--- config.mk ---
export PLATFORM = sky130hd
export DESIGN_NAME = trigger_delay_burst
export DESIGN_NICKNAME = d
export VERILOG_FILES = /design/src/rtl/trigger_delay_burst.sv
export SDC_FILE = /design/constraint.sdc
export NUM_CORES = 1
export LEC_CHECK = 0
export CORE_AREA = 2 2 150 152
export CTS_CLUSTER_SIZE = 10
export DETAILED_ROUTE_END_ITERATION = 16
export DIE_AREA = 0 0 152 154
export GPL_TIMING_DRIVEN = 0
export PLACE_DENSITY_LB_ADDON = 0.1
export REMOVE_ABC_BUFFERS = 1
export SYNTH_ARGS = -nofsm -noshare
export SYNTH_HDL_FRONTEND = slang
export SYNTH_SLANG_ARGS = --single-unit
--- constraint.sdc ---
create_clock -name clk -period 7.1 [get_ports clk]
set_input_delay 1.42 -clock clk [delete_from_list [all_inputs] [get_ports clk]]
set_output_delay 1.42 -clock clk [all_outputs]
set_load 0.005 [all_outputs]
--- src/rtl/trigger_delay_burst.sv ---
// Delayed trigger burst generator: counts synchronised target_clk ticks, then emits COUNT pulses of WIDTH/GAP ticks.
// Optional abort input when TRIG_ABORT_EN is defined.
module trigger_delay_burst #(
  parameter int unsigned CNT_W       = 32,
  parameter int unsigned WIDTH_W     = 16,
  parameter int unsigned PULSES_W    = 8,
  parameter int unsigned SYNC_STAGES = 2
) (
  input  logic                clk,
  input  logic                rst,
  input  logic                trigger,
  input  logic                target_clk,
  input  logic [CNT_W-1:0]    delay,
  input  logic [WIDTH_W-1:0]  width,
  input  logic [WIDTH_W-1:0]  gap,
  input  logic [PULSES_W-1:0] count,
  input  logic                set_config,
`ifdef TRIG_ABORT_EN
  input  logic                abort,
`endif
  output logic                delayed_trigger,
  output logic                busy,
  output logic                done
);

  typedef enum logic [2:0] {S_IDLE, S_WAIT, S_ACTIVE, S_GAP, S_FINISHED} state_t;

  state_t state, state_nx;

  logic [SYNC_STAGES-1:0] sync_q;
  logic                   sync_prev_q;
  logic                   tick_q;

  logic [CNT_W-1:0]    cfg_delay, delay_s, delay_s_nx, elapsed, elapsed_nx;
  logic [WIDTH_W-1:0]  cfg_width, width_s, width_s_nx, hi, hi_nx;
  logic [WIDTH_W-1:0]  cfg_gap, gap_s, gap_s_nx, lo, lo_nx;
  logic [PULSES_W-1:0] cfg_count, count_s, count_s_nx, pulses, pulses_nx;
  logic                out_nx, busy_nx, done_nx;

  // Target clock synchroniser and rising-edge detect into a registered one-clk tick
  always_ff @(posedge clk or negedge rst) begin
    if (!rst) begin
      sync_q      <= '0;
      sync_prev_q <= 1'b0;
      tick_q      <= 1'b0;
    end else begin
      sync_q      <= {sync_q[SYNC_STAGES-2:0], target_clk};
      sync_prev_q <= sync_q[SYNC_STAGES-1];
      tick_q      <= sync_q[SYNC_STAGES-1] & ~sync_prev_q;
    end
  end

  // Configuration registers, loadable in any state
  always_ff @(posedge clk or negedge rst) begin
    if (!rst) begin
      cfg_delay <= '0;
      cfg_width <= '0;
      cfg_gap   <= '0;
      cfg_count <= '0;
    end else if (set_config) begin
      cfg_delay <= delay;
      cfg_width <= width;
      cfg_gap   <= gap;
      cfg_count <= count;
    end
  end

  // State, snapshot, counters and registered outputs
  always_ff @(posedge clk or negedge rst) begin
    if (!rst) begin
      state           <= S_IDLE;
      delay_s         <= '0;
      width_s         <= '0;
      gap_s           <= '0;
      count_s         <= '0;
      elapsed         <= '0;
      hi              <= '0;
      lo              <= '0;
      pulses          <= '0;
      delayed_trigger <= 1'b0;
      busy            <= 1'b0;
      done            <= 1'b0;
    end else begin
      state           <= state_nx;
      delay_s         <= delay_s_nx;
      width_s         <= width_s_nx;
      gap_s           <= gap_s_nx;
      count_s         <= count_s_nx;
      elapsed         <= elapsed_nx;
      hi              <= hi_nx;
      lo              <= lo_nx;
      pulses          <= pulses_nx;
      delayed_trigger <= out_nx;
      busy            <= busy_nx;
      done            <= done_nx;
    end
  end

  // Next-state and output logic; all counting is gated by tick_q
  always_comb begin
    state_nx   = state;
    delay_s_nx = delay_s;
    width_s_nx = width_s;
    gap_s_nx   = gap_s;
    count_s_nx = count_s;
    elapsed_nx = elapsed;
    hi_nx      = hi;
    lo_nx      = lo;
    pulses_nx  = pulses;
    out_nx     = delayed_trigger;

    case (state)
      S_IDLE: begin
        out_nx = 1'b0;
        if (trigger) begin
          delay_s_nx = cfg_delay;
          width_s_nx = (cfg_width == '0) ? WIDTH_W'(1) : cfg_width;
          gap_s_nx   = cfg_gap;
          count_s_nx = (cfg_count == '0) ? PULSES_W'(1) : cfg_count;
          elapsed_nx = '0;
          hi_nx      = '0;
          lo_nx      = '0;
          pulses_nx  = '0;
          state_nx   = S_WAIT;
        end
      end
      S_WAIT: begin
        if (tick_q) begin
          if (elapsed == delay_s) begin
            state_nx = S_ACTIVE;
            out_nx   = 1'b1;
            hi_nx    = WIDTH_W'(1);
          end else begin
            elapsed_nx = elapsed + CNT_W'(1);
          end
        end
      end
      S_ACTIVE: begin
        if (tick_q) begin
          if (hi != width_s) begin
            hi_nx = hi + WIDTH_W'(1);
          end else if (pulses + PULSES_W'(1) == count_s) begin
            state_nx = S_FINISHED;
            out_nx   = 1'b0;
          end else if (gap_s == '0) begin
            // Zero gap: consecutive pulses merge into one long high
            hi_nx     = WIDTH_W'(1);
            pulses_nx = pulses + PULSES_W'(1);
          end else begin
            state_nx  = S_GAP;
            out_nx    = 1'b0;
            lo_nx     = WIDTH_W'(1);
            pulses_nx = pulses + PULSES_W'(1);
          end
        end
      end
      S_GAP: begin
        if (tick_q) begin
          if (lo == gap_s) begin
            state_nx = S_ACTIVE;
            out_nx   = 1'b1;
            hi_nx    = WIDTH_W'(1);
          end else begin
            lo_nx = lo + WIDTH_W'(1);
          end
        end
      end
      S_FINISHED: begin
        out_nx = 1'b0;
        if (!trigger) state_nx = S_IDLE;
      end
      default: begin
        state_nx = S_IDLE;
        out_nx   = 1'b0;
      end
    endcase

`ifdef TRIG_ABORT_EN
    if (abort && (state != S_IDLE)) begin
      state_nx = S_FINISHED;
      out_nx   = 1'b0;
    end
`endif

    busy_nx = (state_nx != S_IDLE);
    done_nx = (state_nx == S_FINISHED) && (state != S_FINISHED);
  end

endmodule

# ---- Word level (Yosys, flattened, before mapping)
# Cells that the tools add are included.
# Widths: inputs -> output; s select.
dict set report totals {
  regBits 226
  inputBits 77
  output_inout_bits 3
  wordCells 113
}
dict set report op_classes {
  add_sub_neg 4
  n_eq_ne 24
  n_mux 48
  bitwise 2
  reduce_logical 16
}
# op count
set ops {}
lappend ops {{$mux 16} 16}
lappend ops {{$mux 32} 3}
lappend ops {{$pmux 16 s4} 1}
lappend ops {{$pmux 32 s2} 1}
lappend ops {{$pmux 16 s3} 1}
lappend ops {{$mux 8} 5}
lappend ops {{$add 16x1->16 const B} 2}
lappend ops {{$add 32x1->32 const B} 1}
lappend ops {{$eq 32x32->1} 1}
lappend ops {{$logic_not 16->1} 2}
lappend ops {{$mux 3} 10}
lappend ops {{$ne 2x2->1 const B} 11}
lappend ops {{$eq 16x16->1} 1}
lappend ops {{$ne 16x16->1} 1}
lappend ops {{$pmux 8 s2} 1}
lappend ops {{$pmux 3 s5} 1}
lappend ops {{$ne 3x3->1 const B} 4}
lappend ops {{$reduce_and 9->1} 1}
lappend ops {{$add 8x1->8 const B} 1}
lappend ops {{$eq 8x8->1} 1}
lappend ops {{$logic_not 8->1} 1}
lappend ops {{$mux 1} 8}
lappend ops {{$reduce_and 8->1} 1}
lappend ops {{$reduce_and 7->1} 1}
lappend ops {{14 further kinds} 18}

# ---- Depth between registers and ports, before layout
dict set report logic_depth {
  depth_word 8
  mapped_depth 11
  mapped_depth_nobuf 8
}

# ---- Worst setup path after synthesis
# Ideal clock, no wire load.
dict set report synth_timing {
  path_type {in2reg}
  startpoint {in trigger}
  endpoint {reg elapsed[19]}
  arrival_ns 2.705
  required_time_ns 7.022
  slack_ns 4.317
  stages 6
  cell_sequence {and2b_2 -> nand2_2 -> a211o_1 -> clkbuf_1 -> or4_1 -> a21oi_1}
}
dict set report synth_between {
  elab_chain_cells 2
}
# element line_no
set synth_rtl {}
lappend synth_rtl {{start: declaration} 11} ;# input logic trigger,
lappend synth_rtl {{$ne 2x2->1 (no source line)} -}
lappend synth_rtl {{$reduce_and 4->1 (no source line)} -}
lappend synth_rtl {{end signal: assignment} 89} ;# elapsed <= elapsed_nx;
lappend synth_rtl {{end: declaration} 34} ;# logic [CNT_W-1:0] cfg_delay, delay_s, delay_s_nx, elapsed, elapsed_nx;
# Every way passes these cells.
# A chain may end at the register's enable or synchronous reset.

# ---- Worst setup path after layout
# Ends and elaborated chain as after synthesis.

==> metrics.md <==
| Metric | Value |
|---|---|
| Most frequent cell after synthesis | `nand2_1` |
| Register area share after synthesis | `52.9%` |
| Largest net degree at the start of global routing | `87` |
| Clock Skews | `0.00996 ns` |
| Post-Place Cells | `1383` |
| Syn Inst Count | `1068` |
| Setup WS pre-CTS | `2.90 ns` |
| Post-synth EDFFs | `0` |
| Fill cells | `1879` |
| Synth Area in Adders | `0.468%` |
| Number of top-level pins | `80` |
| Cell variety after synth | `64` |
| Mean post-synth cell area | `10.0 um^2` |
| Post_cts resized | `0` |
| Number of buffers and inverters on the critical path | `1` |
| Starting Density | `49.3%` |
| Final net count | `1213` |
| Max-slew headroom | `22.8%` |
| Largest family of logic cells by synthesized area | `simple AND/OR/NAND/NOR gates` |
| Synth Cell Area | `0.0107 mm^2` |
| Diodes inserted | `0` |
| CP required | `7.56 ns` |
| Hpwl dp | `14500 um` |
| Synthesis-to-layout area growth | `17.0%` |
| Clock Path Buffers | `3` |
| Number of max-cap violations | `0` |
| Clock sink count | `226` |
| Cts bufs inserted | `27` |
| Overflow after GRT | `0` |
| Synth Area in Simple Gates | `19.5%` |
| Final hold violations | `0` |
| Power Total | `0.00313 W` |
| Post-Synth XOR/XNOR Area | `6.56%` |
| Main synth FF type | `dfrtp_1` |
| Cell accounting for the most synthesized area | `dfrtp_1` |
| Vias in the first global route | `7667` |
| FP Rows | `54` |
| Worst slew pin tran | `1.16 ns` |
| Post-Layout Cell Count | `1418` |
| Critical path data arrival time | `4.11 ns` |
| DRT iter0 DRCs | `412` |
| Status | `finished clean` |
| Final setup violating endpoints | `0` |
| Yosys warns | `0` |
| Multi-input gate area | `0.00476 mm^2` |
| Post-DRT Antenna Nets | `0` |
| Post-CTS setup buffers | `0` |
| Register Area | `0.00566 mm^2` |
| PnR worst setup slack | `3.44 ns` |
| Input/output buffers | `79` |
| Total number of vias | `7796` |
| RSZ-0062 raised after global routing | `no` |
| Fmax achieved | `0.274 GHz` |
| Full die area | `0.0234 mm^2` |
| Crit end category | `flip-flop` |
| Critical path startpoint category | `input pin` |
| Synthesized flop and latch total | `226` |
| Largest fanout on the critical path | `82` |
| Wirelength per Cell | `15.6 um` |
| Fraction of registers with async set/reset | `100%` |
| Commonest cells in the netlist | `nand2_1, dfrtp_1, mux2_2, xor2_1, a21oi_1` |
| # DRC | `0` |
| Clock Latency Late Sink | `0.53 ns` |
| Tmin final | `3.66 ns` |
| Crit Path Class | `in -> reg` |
| Static Leak | `5.58 nW` |
| Synth top area cells | `dfrtp_1, nand2_1, mux2_2` |
| Core area | `0.0217 mm^2` |
| Clock-pin slew on the worst setup and hold paths | `0.06 ns` |
| CP max stage cell | `a211o_1` |
| Die Wd | `152 um` |
| Tcrit/Tclk final | `51.5%` |
| CTS Hold Bufs | `0` |
| CP peak stage delay | `0.68 ns` |
| GRT Resource Usage Total | `19.2%` |
| DIE HEIGHT | `154 um` |
| Synth Area in Compound Gates | `9.82%` |
| Root Driver | `clkbuf_16` |
| Routability congestion estimate | `0.799` |
| Crit path cell chain | `clkdlybuf4s50_1 > and2b_2 > nand2_4 > a211o_1 > or4_1 > a21oi_1` |
| Fin. max-slew vios | `0` |
| Largest delay contributor family on the critical path | `simple AND/OR/NAND/NOR gates` |
| Initial antenna violation count | `0` |
| CTS tree | `done` |
| First-pass iteration count of the detailed router | `5` |
| CTS H-Tree Depth | `1` |
| Post-Route WL | `22200 um` |
| Peak supply drop | `0.000171 V` |
| Hold Crit Class | `reg -> reg` |
| Mux share of post-synthesis cell area | `8.05%` |
| First-pass GRT wire length | `38000 um` |
| Cell Pwr Density | `250 mW/mm^2` |
| DR vias/cell | `5.50` |
| Share of layout cells above drive strength 1 | `11.1%` |
| Share of the synthesized area in the top cell type | `52.9%` |
-- registers in the layout, summed over array words and instances, names as in the netlist --
| signal | flops |
|---|---|
| busy | 1 |
| cfg_count | 8 |
| cfg_delay | 32 |
| cfg_gap | 16 |
| cfg_width | 16 |
| count_s | 8 |
| delay_s | 32 |
| delayed_trigger | 1 |
| done | 1 |
| elapsed | 32 |
| gap_s | 16 |
| hi | 16 |
| lo | 16 |
| pulses | 8 |
| state | 3 |
| sync_prev_q | 1 |
| sync_q | 2 |
| tick_q | 1 |
| width_s | 16 |
-- final cells by class --
cell class,count,area share [%]
inverters,18,0.540
flip-flops and latches,226,45.2
clock inverters,3,0.550
multi-input cells,776,38.1
well taps,280,2.80
clock buffers,32,5.63
repair buffers,83,7.22
-- power breakdown --
group	internal, W	switching [W]
sequential	0.00142	0.000124
clock	0.000759	0.000500
combinational	0.000181	0.000148
total	0.00236	0.000772
-- stage by stage --
stage          hold slack, ns  cell area [um^2]  TNS (ns)  util, %
2_1_floorplan           0.331             10500         0        -
6_report                0.345             12500         0     57.7
5_1_grt                 0.370             12500         0     57.7
4_1_cts                 0.346             12500         0     57.7
3_3_place_gp            0.337             11600  -1171.27     53.5
3_5_place_dp            0.335             11700         0     54.1
-- worst paths after layout --
path | from | end | slack (ns) | cells past startpoint
worst max-delay path | trigger | elapsed[19]$_DFFE_PN0P_ | 3.44 | 6
min in group asynchronous | rst | cfg_delay[22]$_DFFE_PN0P_ | 0.79 | 1
max in group asynchronous | rst | count_s[3]$_DFFE_PN0P_ | 5.10 | 3
worst max register to register | elapsed[8]$_DFFE_PN0P_ | elapsed[13]$_DFFE_PN0P_ | 3.74 | 7
worst min-delay path | sync_q[0]$_DFF_PN0_ | sync_q[1]$_DFF_PN0_ | 0.34 | 0
worst min register to register | sync_q[0]$_DFF_PN0_ | sync_q[1]$_DFF_PN0_ | 0.34 | 0
-- worst register-to-register path, stage by stage (launching register included) --
cell and delay (ns):
dfrtp_1 0.45, xor2_1 0.17, nor4_1 0.50, nand4_1 0.30
o2111ai_1 0.93, a211o_1 0.60, o21ai_0 0.17, a21oi_1 0.16
-- cells in the final DEF (no fill, tap or decap), types with 6 or more instances in the layout --
cell type | synthesis | routed
nor3_1 | 12 | 11
nor2_1 | 35 | 35
nand2_1 | 260 | 260
nand3_1 | 23 | 23
or3_1 | 21 | 21
o211ai_1 | 6 | 6
a21oi_1 | 48 | 48
xnor2_1 | 25 | 25
o21a_1 | 6 | 6
mux2_2 | 72 | 72
inv_1 | 18 | 18
clkdlybuf4s50_1 | 0 | 77
and3_1 | 18 | 18
o21ai_0 | 44 | 44
xor2_1 | 55 | 55
nand4_1 | 18 | 18
dfrtp_1 | 226 | 226
o22a_1 | 7 | 7
clkbuf_16 | 0 | 27
nor4_1 | 23 | 23
a31oi_1 | 21 | 21
nand2b_1 | 14 | 14
-- routing by layer --
layer,global-route usage [%],up-vias,routed length (um)
met1,26.5,3789,10000
met5,0,-,0
met2,31.9,137,10700
met3,2.73,44,825
li1,-,3826,-
met4,5.83,0,554
-- logic make-up after synthesis --
group                      count (synthesis)
buffers and inverters                     66
DFF                                      226
adders and majority gates                  4
AOI/OAI and AO/OA                        164
and+or+nand+nor                          451
xor gates and xnor gates                  80
muxes                                     77
(Power assumes the default switching activity.)
